`src/rtl/run_sequencer.sv`:
```
// Run controller: holds cores in reset, runs them while counting cycles, ends on all-halt or budget expiry.
// Optional per-core halt timestamps enabled by defining RUN_SEQ_HALT_STAMP_EN.
module run_sequencer #(
   parameter int N_CORES      = 1,
   parameter int CNT_W        = 32,
   parameter int RESET_CYCLES = 5,
   parameter int MAX_CYCLES   = 20
) (
   input  logic                     clk,
   input  logic                     reset,
   input  logic                     start,
   input  logic [N_CORES-1:0]       halt_i,
   output logic [N_CORES-1:0]       core_reset_o,
   output logic                     run_o,
   output logic [CNT_W-1:0]         cycle_cnt_o,
   output logic [N_CORES-1:0]       halted_mask_o,
   output logic                     done_o,
`ifdef RUN_SEQ_HALT_STAMP_EN
   output logic [N_CORES*CNT_W-1:0] halt_cycle_o,
`endif
   output logic                     timeout_o
);

   localparam int              RC_W     = (RESET_CYCLES > 1) ? $clog2(RESET_CYCLES) : 1;
   localparam logic [RC_W-1:0] RC_LAST  = RC_W'(RESET_CYCLES - 1);
   localparam logic [CNT_W-1:0] CNT_LAST = CNT_W'(MAX_CYCLES - 1);
   localparam bit              TO_EN    = (MAX_CYCLES != 0);

   typedef enum logic [1:0] {S_IDLE, S_RST, S_RUN, S_DONE} state_t;

   state_t             r_state;
   logic [RC_W-1:0]    r_rcnt;
   logic [N_CORES-1:0] r_core_rst;
   logic               r_run;
   logic [CNT_W-1:0]   r_cnt;
   logic [N_CORES-1:0] r_mask;
   logic               r_done;
   logic               r_timeout;
`ifdef RUN_SEQ_HALT_STAMP_EN
   logic [N_CORES*CNT_W-1:0] r_stamp;
`endif

   logic [N_CORES-1:0] w_mask_next;
   logic               w_all_halted;
   logic               w_budget_out;
   logic [CNT_W-1:0]   w_cnt_next;

   always_comb begin
      w_mask_next  = r_mask | halt_i;
      w_all_halted = &w_mask_next;
      w_budget_out = TO_EN && (r_cnt == CNT_LAST);
      // Saturate rather than wrap so a long untimed run never reads as short.
      w_cnt_next   = (r_cnt == '1) ? r_cnt : r_cnt + CNT_W'(1);
   end

   always_ff @(posedge clk or negedge reset) begin
      if (!reset) begin
         r_state    <= S_IDLE;
         r_rcnt     <= '0;
         r_core_rst <= '1;
         r_run      <= 1'b0;
         r_cnt      <= '0;
         r_mask     <= '0;
         r_done     <= 1'b0;
         r_timeout  <= 1'b0;
`ifdef RUN_SEQ_HALT_STAMP_EN
         r_stamp    <= '0;
`endif
      end else begin
         case (r_state)
            S_IDLE, S_DONE: begin
               if (start) begin
                  r_state    <= S_RST;
                  r_rcnt     <= '0;
                  r_core_rst <= '1;
                  r_run      <= 1'b0;
                  r_cnt      <= '0;
                  r_mask     <= '0;
                  r_done     <= 1'b0;
                  r_timeout  <= 1'b0;
`ifdef RUN_SEQ_HALT_STAMP_EN
                  r_stamp    <= '0;
`endif
               end
            end
            S_RST: begin
               if (r_rcnt == RC_LAST) begin
                  r_state    <= S_RUN;
                  r_core_rst <= '0;
                  r_run      <= 1'b1;
               end else begin
                  r_rcnt <= r_rcnt + RC_W'(1);
               end
            end
            S_RUN: begin
               r_mask <= w_mask_next;
               r_cnt  <= w_cnt_next;
`ifdef RUN_SEQ_HALT_STAMP_EN
               for (int unsigned i = 0; i < N_CORES; i++) begin
                  if (halt_i[i] && !r_mask[i])
                     r_stamp[i*CNT_W +: CNT_W] <= r_cnt;
               end
`endif
               // All-halt takes priority over budget expiry at the same edge.
               if (w_all_halted || w_budget_out) begin
                  r_state   <= S_DONE;
                  r_run     <= 1'b0;
                  r_done    <= 1'b1;
                  r_timeout <= !w_all_halted;
               end
            end
            default: begin
               r_state    <= S_IDLE;
               r_core_rst <= '1;
               r_run      <= 1'b0;
               r_done     <= 1'b0;
            end
         endcase
      end
   end

   assign core_reset_o  = r_core_rst;
   assign run_o         = r_run;
   assign cycle_cnt_o   = r_cnt;
   assign halted_mask_o = r_mask;
   assign done_o        = r_done;
   assign timeout_o     = r_timeout;
`ifdef RUN_SEQ_HALT_STAMP_EN
   assign halt_cycle_o  = r_stamp;
`endif

endmodule

```
`config.mk`:
```
export PLATFORM = sky130hd
export DESIGN_NAME = run_sequencer
export DESIGN_NICKNAME = d
export VERILOG_FILES = /design/src/rtl/run_sequencer.sv
export SDC_FILE = /design/constraint.sdc
export NUM_CORES = 1
export LEC_CHECK = 0
export CAP_MARGIN = 20
export CORE_AREA = 8 8 109 111
export CTS_CLUSTER_DIAMETER = 100
export CTS_CLUSTER_SIZE = 12
export DETAILED_ROUTE_END_ITERATION = 16
export DIE_AREA = 0 0 117 119
export GPL_TIMING_DRIVEN = 1
export HOLD_SLACK_MARGIN = 0.1
export PLACE_DENSITY_LB_ADDON = 0.25
export SLEW_MARGIN = 20
export SYNTH_ARGS = -nofsm -noshare
export SYNTH_HDL_FRONTEND = slang
export SYNTH_SLANG_ARGS = --single-unit
```
`constraint.sdc`:
```
create_clock -name clk -period 2.56 [get_ports clk]
set_clock_uncertainty 0.05 [all_clocks]
set_input_delay 0.512 -clock clk [delete_from_list [all_inputs] [get_ports clk]]
set_output_delay 0.512 -clock clk [all_outputs]
set_load 0.02 [all_outputs]
```
======== Word-level counts from Yosys, hierarchy flattened ========
Cells that the tools add are included.
operators by class
  bitwise logic cells ..................... 1
  add/sub/neg operators ................... 2
  mux-type cells .......................... 22
  equality and inequality tests ........... 11
  reduce and logical (&&, ||, !) cells .... 12
operator list
  operator                                                          count
  32-bit 2-to-1 mux                                                 2
  32-bit case mux with 2 select lines                               1
  32-bit by 1-bit adder with 32-bit output, second input constant   1
  32-bit == test, second input constant                             1
  32-bit by 5-bit == test with 1-bit output, second input constant  1
  3-bit AND reduction                                               5
  2-bit inequality test, second input constant                      5
  1-bit case mux with 2 select lines                                4
  1-bit 2-to-1 mux                                                  7
  2-bit 2-to-1 mux                                                  3
  3-bit 2-to-1 mux                                                  2
  2-bit case mux with 3 select lines                                1
  3-bit case mux with 2 select lines                                1
  2-bit == test, second input constant                              2
  2-bit nonzero test                                                2
  3-bit by 1-bit adder with 3-bit output, second input constant     1
  3-bit == test, second input constant                              1
  1-bit case mux with 3 select lines                                1
  2-bit by 1-bit == test with 1-bit output, second input constant   1
  2-bit logical NOT                                                 1
  2-bit AND reduction                                               1
  2-bit OR reduction                                                1
  1-bit logical NOT                                                 1
  1-bit logical OR                                                  1
  1-bit OR                                                          1
storage, ports and cells
  word-level logic and storage cells ...... 56
  input bits .............................. 4
  flip-flop bits (word level) ............. 42
  output and inout bits ................... 37

======== Depth between registers and ports, before layout ========
  depth in word-level cells ............... 4
  gate-level depth with buffers ........... 10
  gate-level depth less buffers ........... 7

======== Worst setup path after synthesis ========
No wires, ideal clock.
  path kind ............................... reg2reg
  from .................................... register r_state[0]
  to ...................................... register r_cnt[30] (netlist: cycle_cnt_o[30])
  required time ........................... 2.386 ns
  path slack .............................. 0.471 ns
  cell stages (with the launch flop) ...... 9
  library setup time ...................... 0.124 ns
  path buffers ............................ 2
  clock period less this slack ............ 2.089 ns
  arrival time ............................ 1.915 ns
  path through ............................ dfrtp_1 inv_1 ha_1 clkbuf_1 nor2b_1 nor2_1 clkbuf_1 o211a_1 a211o_1
between the ends
  longest elaborated chain between the ends .. 4
  elaborated cells between the ends (all ways) .. 9
  those cells by class .................... eq/ne (4); mux (1); reduce/logical (4)
RTL lines
  item                                                                          line  source
  from (decl)                                                                   31    state_t r_state;
  from (signal assigned)                                                        58    r_state <= S_IDLE;
  from (signal assigned)                                                        73    r_state <= S_RST;
  from (signal assigned)                                                        88    r_state <= S_RUN;
  2-bit == test or 2-bit logical NOT (tied branches)                            70    case (r_state)
  2-bit OR reduction                                                            70
  2-bit inequality test (no source line) or 2-bit nonzero test (tied branches)  --
  3-bit AND reduction (no source line)                                          --
  to (signal assigned)                                                          97    r_cnt <= w_cnt_next;
  to (decl)                                                                     35    logic [CNT_W-1:0] r_cnt;
Parallel ways exist; a longest one is shown, timed or not.
A chain may end at the register's enable or synchronous reset.

======== Worst setup path in the final report ========
  from .................................... register r_cnt[0] (netlist: cycle_cnt_o[0])
  to ...................................... register r_run (netlist: run_o)
between the ends
  longest elaborated chain between the ends .. 4
RTL lines
  item                                       line  source
  32-bit by 5-bit == test with 1-bit output  51    w_budget_out = TO_EN && (r_cnt == CNT_LAST);
  1-bit logical OR                           105   if (w_all_halted || w_budget_out) begin
  2-bit inequality test (no source line)     --
  3-bit AND reduction (no source line)       --
  to (signal assigned)                       61    r_run <= 1'b0;
  to (signal assigned)                       107   r_run <= 1'b0;
  to (signal assigned)                       115   r_run <= 1'b0;
  to (decl)                                  34    logic r_run;
No other way between the ends.

==> flow_summary.toml <==
[layout]
nets = 338
antenna_cells = 0
fin_util_pct = 32.6
drive_gt1_share_pct = 12.2
fillers = 1101
area_growth_pct = 33.0

[clocking]
numCtsBuffers = 5
clkLatencyLatePin_ns = 0.30
clock-root-buffer = "clkbuf_8"
clk_pin_slew_worst_paths_ns = 0.09
hold_buffers = 0
tritoncts = "done"
clock_path_buffers = 2
post_cts.repair.setup_buffers = 0
cts_resized = 0
cts_max_level = 2
clkSinkCount = 42

[global_routing]
grt_max_degree = 26
grt_pass1_wl_mm = 13.2
antenna_found_initial = 0
grtUsageTotal_pct = 12.0
grt_pass1_vias = 2424
grt-ovfl-total = 0

[logic_synthesis]
syn_inst = 275
yosysWarnings = 0
syn_avg_cell_area_sq_um = 8.99
synth-main-ff-cell = "dfrtp_1"
yosysSeqAreaShare_pct = 42.5
synth_seq_cells = 42
ys_types = 43
synth_nets = 285
netlist_area_sq_mm = 0.00247
synth-edff-count = 0
async_reset_ff_share_pct = 100

[sta]
finalCriticalPeriod_ns = 2.20
drv_slew = 0
rsz0062_at_grt = "no"
slew_headroom_pct = 58.4
finalSetupViolations = 0
worst_slew_pin_slew_ns = 0.624
finalCritPeriodShare_pct = 85.8
fin_setup_tns_ns = 0
fmax_mhz = 455
finalHoldViolCount = 0

[critical_path]
worstPathRequired_ns = 2.70
worst-path-stages = 6
crit_chain = "ha_1 > nor4bb_1 > nand4_1 > o211ai_1 > nand2_1 > mux2_2"
ff2ff_path_depth = 6
reg2reg_setup_slack_ns = 0.36
crit_family = "simple AND/OR/NAND/NOR gates"
slowest_stage = "dfrtp_1"
critical_path_arrival_ns = 2.34
worstPathMaxFanout = 5
crit_path_start_kind = "flop"
crit_buf_inv = 0
setup.worst_path.end_class = "flop"
path_class = "reg2reg"
cpPeakStageDelay_ns = 0.41

[detailed_routing]
routed_wl_mm = 8.05
first_pass_iters = 5
postRouteAntennaNets = 0
avgRoutedWirePerCell_um = 17.3
vias = 2433
first_iter_violations = 124
drc_errors = 0
vias_per_cell = 5.23

[floorplan]
die_x_um = 117
coreArea_sq_mm = 0.0101
io_pins = 41
die_y_um = 119
start_util_pct = 24.5
die-area_sq_mm = 0.0139
rows = 37

[placed_design]
numPortBuffers = 40
place_congestion = 0.858
dp_hpwl_mm = 6.02

[flow_run]
cap_violations = 0

[power]
p_leak_nw = 1.36
ir_drop_mv = 0.555
power_density_mw_per_mm2 = 791

[outcome]
run_status = "completed"

[worst_hold_path]
hold_class = "in2async"
## cells in the final DEF (no fill, tap or decap), types with 2 or more instances in the layout
| cell type | count |
|---|---|
| o41ai_1 | 5 |
| a211o_1 | 2 |
| dfrtp_1 | 41 |
| nand2_1 | 30 |
| a21oi_1 | 12 |
| clkbuf_8 | 6 |
| mux2i_1 | 4 |
| o211a_1 | 2 |
| and3_1 | 3 |
| o21ai_0 | 28 |
| ha_1 | 6 |
| and4_1 | 2 |
| clkdlybuf4s50_1 | 39 |
| inv_1 | 7 |
| o2bb2ai_1 | 2 |
| buf_4 | 25 |
| nand4_1 | 13 |
| nor3_1 | 5 |
| nand3_1 | 16 |
| nor2_1 | 10 |
| o31ai_1 | 9 |
| nor4_1 | 9 |
| o311ai_0 | 3 |
| nor4bb_1 | 2 |
| a22o_1 | 3 |
| a41oi_1 | 8 |
| o211ai_1 | 2 |
| and2_1 | 2 |
| a31oi_1 | 15 |
| bufinv_16 | 2 |
## logic make-up after synthesis
kind of cell | share of synthesized area, %
XOR/XNOR | 0.354
multiplexers | 2.53
flip-flops | 42.5
AND/OR/NAND/NOR | 21.9
adder cells (fa/ha/maj) | 3.03
buffers and inverters | 4.45
AO/OA/AOI/OAI | 25.2
## state kept, by name, summed over array words and instances, names as in the netlist
register	flops
done_o	1
r_rcnt	3
r_state	2
cycle_cnt_o	32
halted_mask_o	1
run_o	1
core_reset_o	1
timeout_o	1
## power by group
group / total (mW) / switching (mW) / internal (mW)
logic: 1.14 / 0.724 / 0.421
registers: 0.793 / 0.0562 / 0.737
clock network: 0.666 / 0.249 / 0.417
total: 2.60 / 1.03 / 1.57
## per-stage QoR
step                      total power, mW  worst slack, ns  cell area (sq um)  std cells  hold slack [ns]
after floorplan                      1.47            0.471               2470        275            0.166
after global placement               1.95            0.219               3150        457            0.448
after detailed placement             1.96            0.236               3150        457            0.454
after CTS                            2.63            0.342               3290        465            0.198
after global routing                 2.79            0.145               3290        465            0.219
final                                2.60            0.364               3290        465            0.175
## routing by layer
metal | up-vias | track usage, % | part of all wire [%] | routed length [um]
met2 | 72 | 18.3 | 46 | 3680
li1 | 1175 | - | - | -
met5 | - | 0 | 0 | 0
met3 | 10 | 3.13 | 6.2 | 500
met1 | 1176 | 16.3 | 47 | 3750
met4 | 0 | 2.96 | 1.4 | 114
## area by class of cell
class	count	area (sq um)	area share, %
Multi-Input combinational cell	207	1320	40.0
Sequential cell	42	1050	32.0
Timing Repair Buffer	65	583	17.7
Tap cell	136	170	5.17
Clock buffer	6	82.6	2.51
Clock inverter	2	60.1	1.83
Inverter	7	26.3	0.798
## cells in the mapped netlist (2+ instances only)
cell type / instances / area, sq um
a41oi_1: 8 / 70.1
a31oi_1: 15 / 93.8
nand3_1: 16 / 80.1
clkbuf_1: 11 / 41.3
o211a_1: 2 / 20.0
a211o_1: 2 / 17.5
buf_2: 7 / 35.0
o311ai_0: 3 / 26.3
o31ai_1: 9 / 67.6
dfrtp_1: 41 / 1030
and3_1: 3 / 18.8
a22o_1: 3 / 26.3
mux2i_1: 4 / 40.0
o21ai_0: 28 / 140
nor2_1: 10 / 37.5
nor3_1: 6 / 30.0
nand4_1: 13 / 81.3
o211ai_1: 2 / 15.0
nand2_1: 30 / 113
and4_1: 2 / 17.5
o2bb2ai_1: 2 / 17.5
nor4bb_1: 2 / 20.0
a21oi_1: 12 / 60.1
o41ai_1: 5 / 43.8
inv_1: 7 / 26.3
ha_1: 6 / 75.1
nor4_1: 9 / 56.3
and2_1: 2 / 12.5
## path summary, 6_finish.rpt
path                                             from                          end
hold / removal                                  reset  cycle_cnt_o[17]$_DFFE_PN0P_
setup / recovery           cycle_cnt_o[0]$_DFFE_PN0P_            run_o$_DFFE_PN0P_
hold reg to reg                     run_o$_DFFE_PN0P_            run_o$_DFFE_PN0P_
setup reg to reg           cycle_cnt_o[0]$_DFFE_PN0P_            run_o$_DFFE_PN0P_
min in group clk                    run_o$_DFFE_PN0P_            run_o$_DFFE_PN0P_
max in group asynchronous                       reset     core_reset_o$_DFFE_PN1P_
Power figures use the tool's default switching activity.
